`config.mk`:
```
export PLATFORM = sky130hd
export DESIGN_NAME = nes_dma_arbiter
export DESIGN_NICKNAME = d
export VERILOG_FILES = /design/src/rtl/nes_bus_pkg.sv /design/src/rtl/nes_dma_arbiter.sv
export SDC_FILE = /design/constraint.sdc
export NUM_CORES = 1
export LEC_CHECK = 0
export BUFFER_PORTS_ARGS = -buffer_cell sky130_fd_sc_hd__buf_4
export CORE_ASPECT_RATIO = 1.4
export CORE_UTILIZATION = 35
export CTS_CLUSTER_DIAMETER = 120
export DETAILED_ROUTE_END_ITERATION = 8
export PLACE_DENSITY = 0.63
export SYNTH_ARGS = -nofsm -noshare
export SYNTH_HDL_FRONTEND = slang
export SYNTH_SLANG_ARGS = --single-unit
```
`constraint.sdc`:
```
create_clock -name clk -period 4.5 [get_ports clk]
set_input_delay 0.45 -clock clk [delete_from_list [all_inputs] [get_ports clk]]
set_output_delay 0.45 -clock clk [all_outputs]
set_load 0.05 [all_outputs]
```
`src/rtl/nes_bus_pkg.sv`:
```
// Shared CPU-bus definitions for the NES DMA arbiter: FSM states, per-cycle
// bus actions and the default register addresses.
package nes_bus_pkg;

  typedef enum logic [1:0] {
    ST_IDLE  = 2'd0,
    ST_HALT  = 2'd1,
    ST_DUMMY = 2'd2,
    ST_RUN   = 2'd3
  } dma_state_t;

  // What the DMA does with the bus during the CPU cycle now in progress
  typedef enum logic [1:0] {
    ACT_NONE    = 2'd0,
    ACT_DMC_GET = 2'd1,
    ACT_OAM_GET = 2'd2,
    ACT_OAM_PUT = 2'd3
  } dma_act_t;

  localparam logic [15:0] OAM_REG_ADDR_DEF  = 16'h4014;
  localparam logic [15:0] OAM_DATA_ADDR_DEF = 16'h2004;

endpackage

```
`src/rtl/nes_dma_arbiter.sv`:
```
// CPU-side DMA scheduler: halts the CPU and interleaves sprite OAM DMA and DMC
// sample fetches on the get/put phase grid, DMC first.
module nes_dma_arbiter
  import nes_bus_pkg::*;
#(
  parameter logic [15:0] OAM_REG_ADDR  = OAM_REG_ADDR_DEF,
  parameter logic [15:0] OAM_DATA_ADDR = OAM_DATA_ADDR_DEF
) (
  input  logic        clk,
  input  logic        rst,
  input  logic        cpu_clk,
  input  logic [15:0] a_in,
  input  logic [7:0]  from_cpu,
  input  logic        r_nw,
  input  logic [7:0]  from_mem,
  input  logic        dmc_req,
  input  logic [14:0] dmc_address,
  output logic        dmc_ack,
  output logic        rdy,
  output logic        dma_active,
  output logic [15:0] dma_addr,
  output logic        dma_r_nw,
  output logic [7:0]  dma_dout
);

  dma_state_t  r_state, w_state_nxt;
  dma_act_t    r_act, w_act_nxt;
  logic        r_put_phase;
  logic        r_oam_pend, w_oam_pend_nxt;
  logic [7:0]  r_page;
  logic [7:0]  r_idx, w_idx_nxt;
  logic        r_latched, w_latched_nxt;
  logic        r_dmc_served, w_dmc_served_nxt;
  logic        r_rdy, w_rdy_nxt;
  logic        r_dma_active, w_dma_active_nxt;
  logic [15:0] r_dma_addr, w_dma_addr_nxt;
  logic        r_dma_r_nw, w_dma_r_nw_nxt;
  logic [7:0]  r_dma_dout, w_dma_dout_nxt;
  logic        r_dmc_ack;
  logic        w_oam_trig, w_oam_done, w_dmc_live, w_get_nxt, w_schedule;

  // Retire the cycle that ends on this cpu_clk edge and update pending flags
  always_comb begin
    w_oam_trig       = !r_nw && (a_in == OAM_REG_ADDR) && !r_oam_pend;
    w_oam_done       = (r_act == ACT_OAM_PUT) && (r_idx == 8'hFF);
    w_oam_pend_nxt   = w_oam_trig || (r_oam_pend && !w_oam_done);
    // A request stays served until dmc_req drops, so a held request is not refetched
    w_dmc_served_nxt = (r_act == ACT_DMC_GET) || (r_dmc_served && dmc_req);
    w_dmc_live       = dmc_req && !r_dmc_served && (r_act != ACT_DMC_GET);
    w_get_nxt        = r_put_phase;
    w_idx_nxt        = r_idx;
    w_latched_nxt    = r_latched;
    w_dma_dout_nxt   = r_dma_dout;
    case (r_act)
      ACT_OAM_GET: begin
        w_latched_nxt  = 1'b1;
        w_dma_dout_nxt = from_mem;
      end
      ACT_OAM_PUT: begin
        w_latched_nxt = 1'b0;
        w_idx_nxt     = r_idx + 8'd1;
      end
      default: begin
        w_latched_nxt = r_latched;
      end
    endcase
  end

  // Next state and the bus action for the CPU cycle that starts on this edge
  always_comb begin
    w_state_nxt      = r_state;
    w_act_nxt        = ACT_NONE;
    w_rdy_nxt        = r_rdy;
    w_dma_active_nxt = r_dma_active;
    w_dma_addr_nxt   = r_dma_addr;
    w_dma_r_nw_nxt   = 1'b1;
    w_schedule       = 1'b0;
    case (r_state)
      ST_IDLE: begin
        if (w_oam_pend_nxt || w_dmc_live) begin
          w_rdy_nxt   = 1'b0;
          w_state_nxt = ST_HALT;
        end else begin
          w_rdy_nxt = 1'b1;
        end
      end
      ST_HALT: begin
        // The 6502 only honours rdy on a read cycle
        if (r_nw) begin
          w_dma_active_nxt = 1'b1;
          w_dma_addr_nxt   = a_in;
          w_state_nxt      = ST_DUMMY;
        end else begin
          w_state_nxt = ST_HALT;
        end
      end
      ST_DUMMY: begin
        w_state_nxt = ST_RUN;
        w_schedule  = 1'b1;
      end
      ST_RUN: begin
        if (!w_oam_pend_nxt && !w_dmc_live) begin
          w_state_nxt      = ST_IDLE;
          w_rdy_nxt        = 1'b1;
          w_dma_active_nxt = 1'b0;
        end else begin
          w_schedule = 1'b1;
        end
      end
      default: begin
        w_state_nxt      = ST_IDLE;
        w_rdy_nxt        = 1'b1;
        w_dma_active_nxt = 1'b0;
      end
    endcase
    if (w_schedule && w_get_nxt && w_dmc_live) begin
      w_act_nxt      = ACT_DMC_GET;
      w_dma_addr_nxt = {1'b1, dmc_address};
    end else if (w_schedule && w_get_nxt && w_oam_pend_nxt && !w_latched_nxt) begin
      w_act_nxt      = ACT_OAM_GET;
      w_dma_addr_nxt = {r_page, w_idx_nxt};
    end else if (w_schedule && !w_get_nxt && w_latched_nxt) begin
      w_act_nxt      = ACT_OAM_PUT;
      w_dma_addr_nxt = OAM_DATA_ADDR;
      w_dma_r_nw_nxt = 1'b0;
    end else begin
      w_act_nxt = ACT_NONE;
    end
  end

  // CPU-cycle state and registered outputs; dmc_ack is a single-clk pulse
  always_ff @(posedge clk or posedge rst) begin
    if (rst) begin
      r_state      <= ST_IDLE;
      r_act        <= ACT_NONE;
      r_put_phase  <= 1'b0;
      r_oam_pend   <= 1'b0;
      r_page       <= 8'h00;
      r_idx        <= 8'h00;
      r_latched    <= 1'b0;
      r_dmc_served <= 1'b0;
      r_rdy        <= 1'b1;
      r_dma_active <= 1'b0;
      r_dma_addr   <= 16'h0000;
      r_dma_r_nw   <= 1'b1;
      r_dma_dout   <= 8'h00;
      r_dmc_ack    <= 1'b0;
    end else begin
      r_dmc_ack <= cpu_clk && (r_act == ACT_DMC_GET);
      if (cpu_clk) begin
        r_state      <= w_state_nxt;
        r_act        <= w_act_nxt;
        r_put_phase  <= !r_put_phase;
        r_oam_pend   <= w_oam_pend_nxt;
        r_idx        <= w_idx_nxt;
        r_latched    <= w_latched_nxt;
        r_dmc_served <= w_dmc_served_nxt;
        r_rdy        <= w_rdy_nxt;
        r_dma_active <= w_dma_active_nxt;
        r_dma_addr   <= w_dma_addr_nxt;
        r_dma_r_nw   <= w_dma_r_nw_nxt;
        r_dma_dout   <= w_dma_dout_nxt;
        if (w_oam_trig) begin
          r_page <= from_cpu;
        end
      end
    end
  end

  assign dmc_ack    = r_dmc_ack;
  assign rdy        = r_rdy;
  assign dma_active = r_dma_active;
  assign dma_addr   = r_dma_addr;
  assign dma_r_nw   = r_dma_r_nw;
  assign dma_dout   = r_dma_dout;

endmodule
```
-- After elaboration in Yosys (flattened, before gate mapping)
Cells that the tools add are included.
- add/subtract/negate cells: 1
- equality and inequality tests: 12
- multiplexer cells: 25
- reduce and logical (&&, ||, !) cells: 37
- operators by type and width (cell ; number):
    16-bit two-way mux ; 5
    16-bit by 15-bit equality test with 1-bit output, second input constant ; 1
    1-bit logical AND ; 15
    2-bit two-way mux ; 6
    3-bit AND reduction ; 3
    8-bit by 1-bit adder with 8-bit output, second input constant ; 1
    2-bit equality test, second input constant ; 4
    8-bit equality test, second input constant ; 1
    1-bit zero test ; 8
    1-bit two-way mux ; 8
    8-bit two-way mux ; 1
    1-bit one-hot mux with 2 select lines ; 4
    2-bit one-hot mux with 4 select lines ; 1
    4-bit nonzero test ; 2
    2-bit inequality test, second input constant ; 3
    2-bit by 1-bit equality test with 1-bit output, second input constant ; 2
    2-bit AND reduction ; 2
    4-bit AND reduction ; 1
    2-bit nonzero test ; 2
    1-bit logical OR ; 3
    2-bit zero test ; 1
    2-bit by 1-bit inequality test with 1-bit output, second input constant ; 1
- bits in registers: 52
- input bits: 52
- output and inout port bits: 28
- logic and storage cells: 89

-- Depth between registers and ports, before layout
- depth in word-level cells: 14
- depth in mapped cells: 8
- mapped depth without buffers: 7

-- Worst setup path after synthesis
No wires, ideal clock.
- path kind: input port to flip-flop
- start point: input port a_in[1]
- end point: register r_dma_addr[0], in the netlist dma_addr[0]
- arrival: 1.929 ns
- required time: 4.371 ns
- slack: 2.442 ns
- cell stages on the path: 6
- cell sequence: or4b_1 -> nor3_2 -> o2bb2ai_2 -> o21bai_2 -> a221oi_1 -> o31ai_1
- word-level cells in the longest chain between the ends: 13
- elaborated cells between the ends (all ways): 20
- those cells by class: eq/ne (1); mux (5); reduce/logical (14)
- ends and longest elaborated chain (item ; line ; text):
    start, declared ; nes_dma_arbiter.sv:12 ; input logic [15:0] a_in,
    16-bit by 15-bit equality test with 1-bit output (*) ; nes_dma_arbiter.sv:44 ; w_oam_trig = !r_nw && (a_in == OAM_REG_ADDR) && !r_oam_pend;
    1-bit logical AND (*) (2 in a row) ; nes_dma_arbiter.sv:44 ;
    1-bit logical OR (*) ; nes_dma_arbiter.sv:46 ; w_oam_pend_nxt = w_oam_trig || (r_oam_pend && !w_oam_done);
    1-bit zero test ; nes_dma_arbiter.sv:102 ; if (!w_oam_pend_nxt && !w_dmc_live) begin
    1-bit logical AND ; nes_dma_arbiter.sv:102 ;
    1-bit two-way mux ; nes_dma_arbiter.sv:102 ;
    1-bit one-hot mux with 2 select lines ; nes_dma_arbiter.sv:78 ; case (r_state)
    1-bit logical AND, on equally long branches ; nes_dma_arbiter.sv:116, nes_dma_arbiter.sv:119, nes_dma_arbiter.sv:122 ;
    1-bit logical AND, on equally long branches ; nes_dma_arbiter.sv:119, nes_dma_arbiter.sv:122 ;
    1-bit logical AND or 16-bit two-way mux (tied branches) ; nes_dma_arbiter.sv:119, nes_dma_arbiter.sv:122 ;
    4-bit nonzero test (no line) or 16-bit two-way mux (tied branches) ; -- ;
    3-bit AND reduction (no line) or 16-bit two-way mux (tied branches) ; -- ;
    end signal, assigned ; nes_dma_arbiter.sv:160 ; r_dma_addr <= w_dma_addr_nxt;
    end, declared ; nes_dma_arbiter.sv:36 ; logic [15:0] r_dma_addr, w_dma_addr_nxt;
Every way passes the cells marked *; elsewhere a longest branch is shown, timed or not.
A chain may end at the register's enable or synchronous reset.

-- Final worst setup path
- start point: register r_act[1]
- end point: register r_dma_addr[2], in the netlist dma_addr[2]
- word-level cells in the longest chain between the ends: 14
- elaborated cells between the ends (all ways): 28
- those cells by class: eq/ne (3); mux (7); reduce/logical (18)
- ends and longest elaborated chain (item ; line ; text):
    start, declared ; nes_dma_arbiter.sv:27 ; dma_act_t r_act, w_act_nxt;
    start signal, assigned ; nes_dma_arbiter.sv:152 ; r_act <= w_act_nxt;
    2-bit equality test ; nes_dma_arbiter.sv:45, nes_dma_arbiter.sv:54 ;
    1-bit logical AND ; nes_dma_arbiter.sv:45 ; w_oam_done = (r_act == ACT_OAM_PUT) && (r_idx == 8'hFF);
    1-bit zero test ; nes_dma_arbiter.sv:46 ;
    1-bit logical AND ; nes_dma_arbiter.sv:46 ;
    1-bit logical OR ; nes_dma_arbiter.sv:46 ;
    1-bit zero test ; nes_dma_arbiter.sv:102 ;
    1-bit logical AND ; nes_dma_arbiter.sv:102 ;
    1-bit two-way mux ; nes_dma_arbiter.sv:102 ;
    1-bit one-hot mux with 2 select lines ; nes_dma_arbiter.sv:78 ;
    1-bit logical AND, on equally long branches ; nes_dma_arbiter.sv:116, nes_dma_arbiter.sv:119, nes_dma_arbiter.sv:122 ;
    1-bit logical AND, on equally long branches ; nes_dma_arbiter.sv:119, nes_dma_arbiter.sv:122 ;
    1-bit logical AND or 16-bit two-way mux (tied branches) ; nes_dma_arbiter.sv:119, nes_dma_arbiter.sv:122 ;
    4-bit nonzero test (no line) or 16-bit two-way mux (tied branches) ; -- ;
    3-bit AND reduction (no line) or 16-bit two-way mux (tied branches) ; -- ;
Several ways; a longest one is shown, not always the timed one.

==> flow_summary.json <==
{
  "wirelength_um": 6790,
  "num-nets-final": 395,
  "synth_top_family_by_area": "simple AND/OR/NAND/NOR gates",
  "clock_power_share_pct": 13.6,
  "syn_area_mm2": 0.00275,
  "vias_per_cell": 5.26,
  "drv_slew": 0,
  "cts_resized": 0,
  "synth-xor-area-share_pct": 5.10,
  "clock_latency_ns": 0.30,
  "io_pins": 80,
  "place_congestion": 0.821,
  "antenna_found_initial": 0,
  "finalNonFillerCells": 439,
  "muxShareOfSynthArea_pct": 7.78,
  "synth-simple-area-share_pct": 18.2,
  "die_width_um": 76.9,
  "gr-usage-all-layers_pct": 17.2,
  "arrival_ns": 2.82,
  "setup_violations": 0,
  "ys_types": 50,
  "fmax_ghz": 0.385,
  "slew-limit-headroom_pct": 21.8,
  "crit_path_end_kind": "register",
  "cp.required_ns": 4.73,
  "pwr-share-comb_pct": 47.9,
  "drcViolationCount": 0,
  "power.internal_uw": 996,
  "seq_power_share_pct": 38.5,
  "grt_pass1_wl_um": 11000,
  "cts_buffers": 5,
  "tns_ns": 0,
  "fin_crit_sh_pct": 57.7,
  "use_met3_pct": 2.72,
  "start_util_pct": 36.7,
  "grt_max_degree": 53,
  "yosysWarningCount": 0,
  "port_buffers": 79,
  "cts_root_buffer": "clkbuf_8",
  "peakVddDrop_mv": 0.264,
  "core_mm2": 0.00750,
  "cts_tree": "yes",
  "synth_edf_count": 0,
  "switching_power_uw": 828,
  "h-tree-depth": 2,
  "dpl.cell_count": 432,
  "p_sw_share_pct": 45.4,
  "tightestPinTransition_ns": 1.17,
  "first_iter_violations": 90,
  "vias": 2309,
  "pwr_density_cell_mw_per_mm2": 525,
  "hold_viol": 0,
  "ant_nets": 0,
  "ys_seq_area_share_pct": 47.4,
  "clockBufferDepth": 2,
  "die_h_um": 107,
  "grtUsageMet2_pct": 30.1,
  "period_minus_slack_ns": 2.59,
  "grt_busiest_layer": "met2",
  "finClkSkew_ns": 0.00357,
  "cap_viol_max_count": 0,
  "synthArstFlopShare_pct": 100,
  "hold_path.class": "input port to asynchronous set/reset pin",
  "use_met1_pct": 21.1,
  "total_power_uw": 1820,
  "synthFlopType": "dfrtp_1",
  "outcome": "completed",
  "startpoint_type": "register",
  "dieArea_mm2": 0.00822,
  "p_leak_uw": 0.00169,
  "synth-compound-area-share_pct": 17.6,
  "critPathKind": "register to register",
  "rsz0062_at_grt": "no",
  "final_design_area_no_fill_mm2": 0.00347,
  "avgSynthCellArea_um2": 10.2,
  "syn2layout_area_growth_pct": 26.4,
  "post_cts_buffers": 0,
  "syn-num-nets": 322,
  "gr-total-overflow": 0,
  "ys_ff_latch": 52,
  "dr.pass1.iters": 5,
  "fin_hold_ws_ns": 0.329,
  "wire_per_inst_um": 15.5,
  "postCtsHoldBufs": 0,
  "grt_pass1_vias": 2301,
  "drive_above_1_share_pct": 35.1,
  "synth_fa_ha_area_share_pct": 0.455,
  "floorplan.rows": 37,
  "fillers": 758,
  "synthCells": 269,
  "crit_fanout": 32,
  "clk_pin_slew_ns": 0.09,
  "postPlaceCellArea_mm2": 0.00340,
  "n_antenna_cell": 0,
  "numClockSinks": 52,
  "dp_hpwl_um": 5230
}
## sequential cells by signal (all words and copies together), names as in the netlist, named ones only
| register | flops |
|---|---|
| dma_active | 1 |
| dma_addr | 16 |
| dma_dout | 8 |
| dma_r_nw | 1 |
| dmc_ack | 1 |
| r_act | 2 |
| r_dmc_served | 1 |
| r_idx | 8 |
| r_latched | 1 |
| r_oam_pend | 1 |
| r_page | 8 |
| r_put_phase | 1 |
| r_state | 1 |
| rdy | 1 |
## worst paths after layout
path / slack [ns] / from / cells after the start / to
max: 1.91 / r_act[1] / 6 / dma_addr[2]
min: 0.33 / rst / 3 / r_page[1]
max reg2reg: 1.91 / r_act[1] / 6 / dma_addr[2]
min reg2reg: 0.49 / dma_addr[6] / 2 / dma_addr[6]
max in group asynchronous: 3.74 / rst / 3 / r_act[0]
min in group clk: 0.38 / from_mem[7] / 2 / dma_dout[7]
## cells in the mapped netlist (3+ instances only)
master | count | share of area [%]
dfrtp_1 | 50 | 46
nand2_1 | 34 | 4.6
nor2_1 | 22 | 3.0
mux2_2 | 19 | 7.8
o31ai_1 | 16 | 4.4
a221oi_1 | 14 | 4.5
o21ai_0 | 11 | 2.0
xor2_1 | 9 | 2.9
clkbuf_1 | 8 | 1.1
xnor2_1 | 7 | 2.2
a21o_1 | 6 | 1.6
a21oi_1 | 6 | 1.1
inv_1 | 5 | 0.68
nand3_1 | 5 | 0.91
nor3_1 | 5 | 0.91
a31oi_1 | 4 | 0.91
nor2b_1 | 4 | 0.91
and3_1 | 3 | 0.68
nand4_1 | 3 | 0.68
## area by class of cell
class,instances,area [um^2],share of cell area [%]
clock inverter,1,5.00,0.144
multi-input combinational,198,1350,38.9
timing repair buffer,80,601,17.3
tap,97,121,3.49
clock buffer,6,72.6,2.09
sequential,52,1300,37.5
inverter,5,18.8,0.540
## cell families (layout without fill, tap and decap cells)
group / count (synthesis) / after routing
multiplexers: 19 / 19
XOR/XNOR: 16 / 16
AO/OA/AOI/OAI: 66 / 66
AND/OR/NAND/NOR: 96 / 96
adder cells (fa/ha/maj): 1 / 1
buffers and inverters: 19 / 92
flip-flops: 52 / 52
## critical path: stages (launching register included)
cell	delay, ns
dfrtp_1	0.49
nor2b_1	0.35
nor2_1	0.17
o41ai_1	0.46
o211ai_2	0.52
a211o_1	0.40
o21ai_1	0.12
## stage by stage
| stage | setup slack (ns) | utilization, % |
|---|---|---|
| after floorplan | 2.44 | - |
| after global placement | 1.90 | 45.3 |
| after detailed placement | 1.84 | 45.3 |
| after CTS | 1.90 | 46.3 |
| after global routing | 1.56 | 46.3 |
| final | 1.91 | 46.3 |
## power by group through the flow
| stage | sequential (uW) | clock, uW | combinational (uW) |
|---|---|---|---|
| after global placement | 703 | 0 | 867 |
| after global routing | 717 | 281 | 935 |
| after floorplan | 1000 | 0 | 318 |
| final | 701 | 249 | 874 |
| after detailed placement | 709 | 0 | 876 |
| after CTS | 700 | 263 | 876 |
## routing by layer
metal  share of wire, %  vias up  wire (um)
met5                  0        -          0
met4                1.8        0        121
met3                3.8       10        261
met2                 50       62       3430
met1                 44     1112       2980
li1                   -     1125          -
## layout by cell type, fill, tap and decap left out, types with 5 or more instances in the layout
cell type   n
a221oi_1   14
clkbuf_8    5
o31ai_1    16
nand2_1    34
nor3_1      5
nand3_1     5
buf_4      80
dfrtp_1    50
a21o_1      6
mux2_2     19
xor2_1      9
o21ai_0    11
nor2_1     22
xnor2_1     7
a21oi_1     6
(Power assumes the default switching activity.)
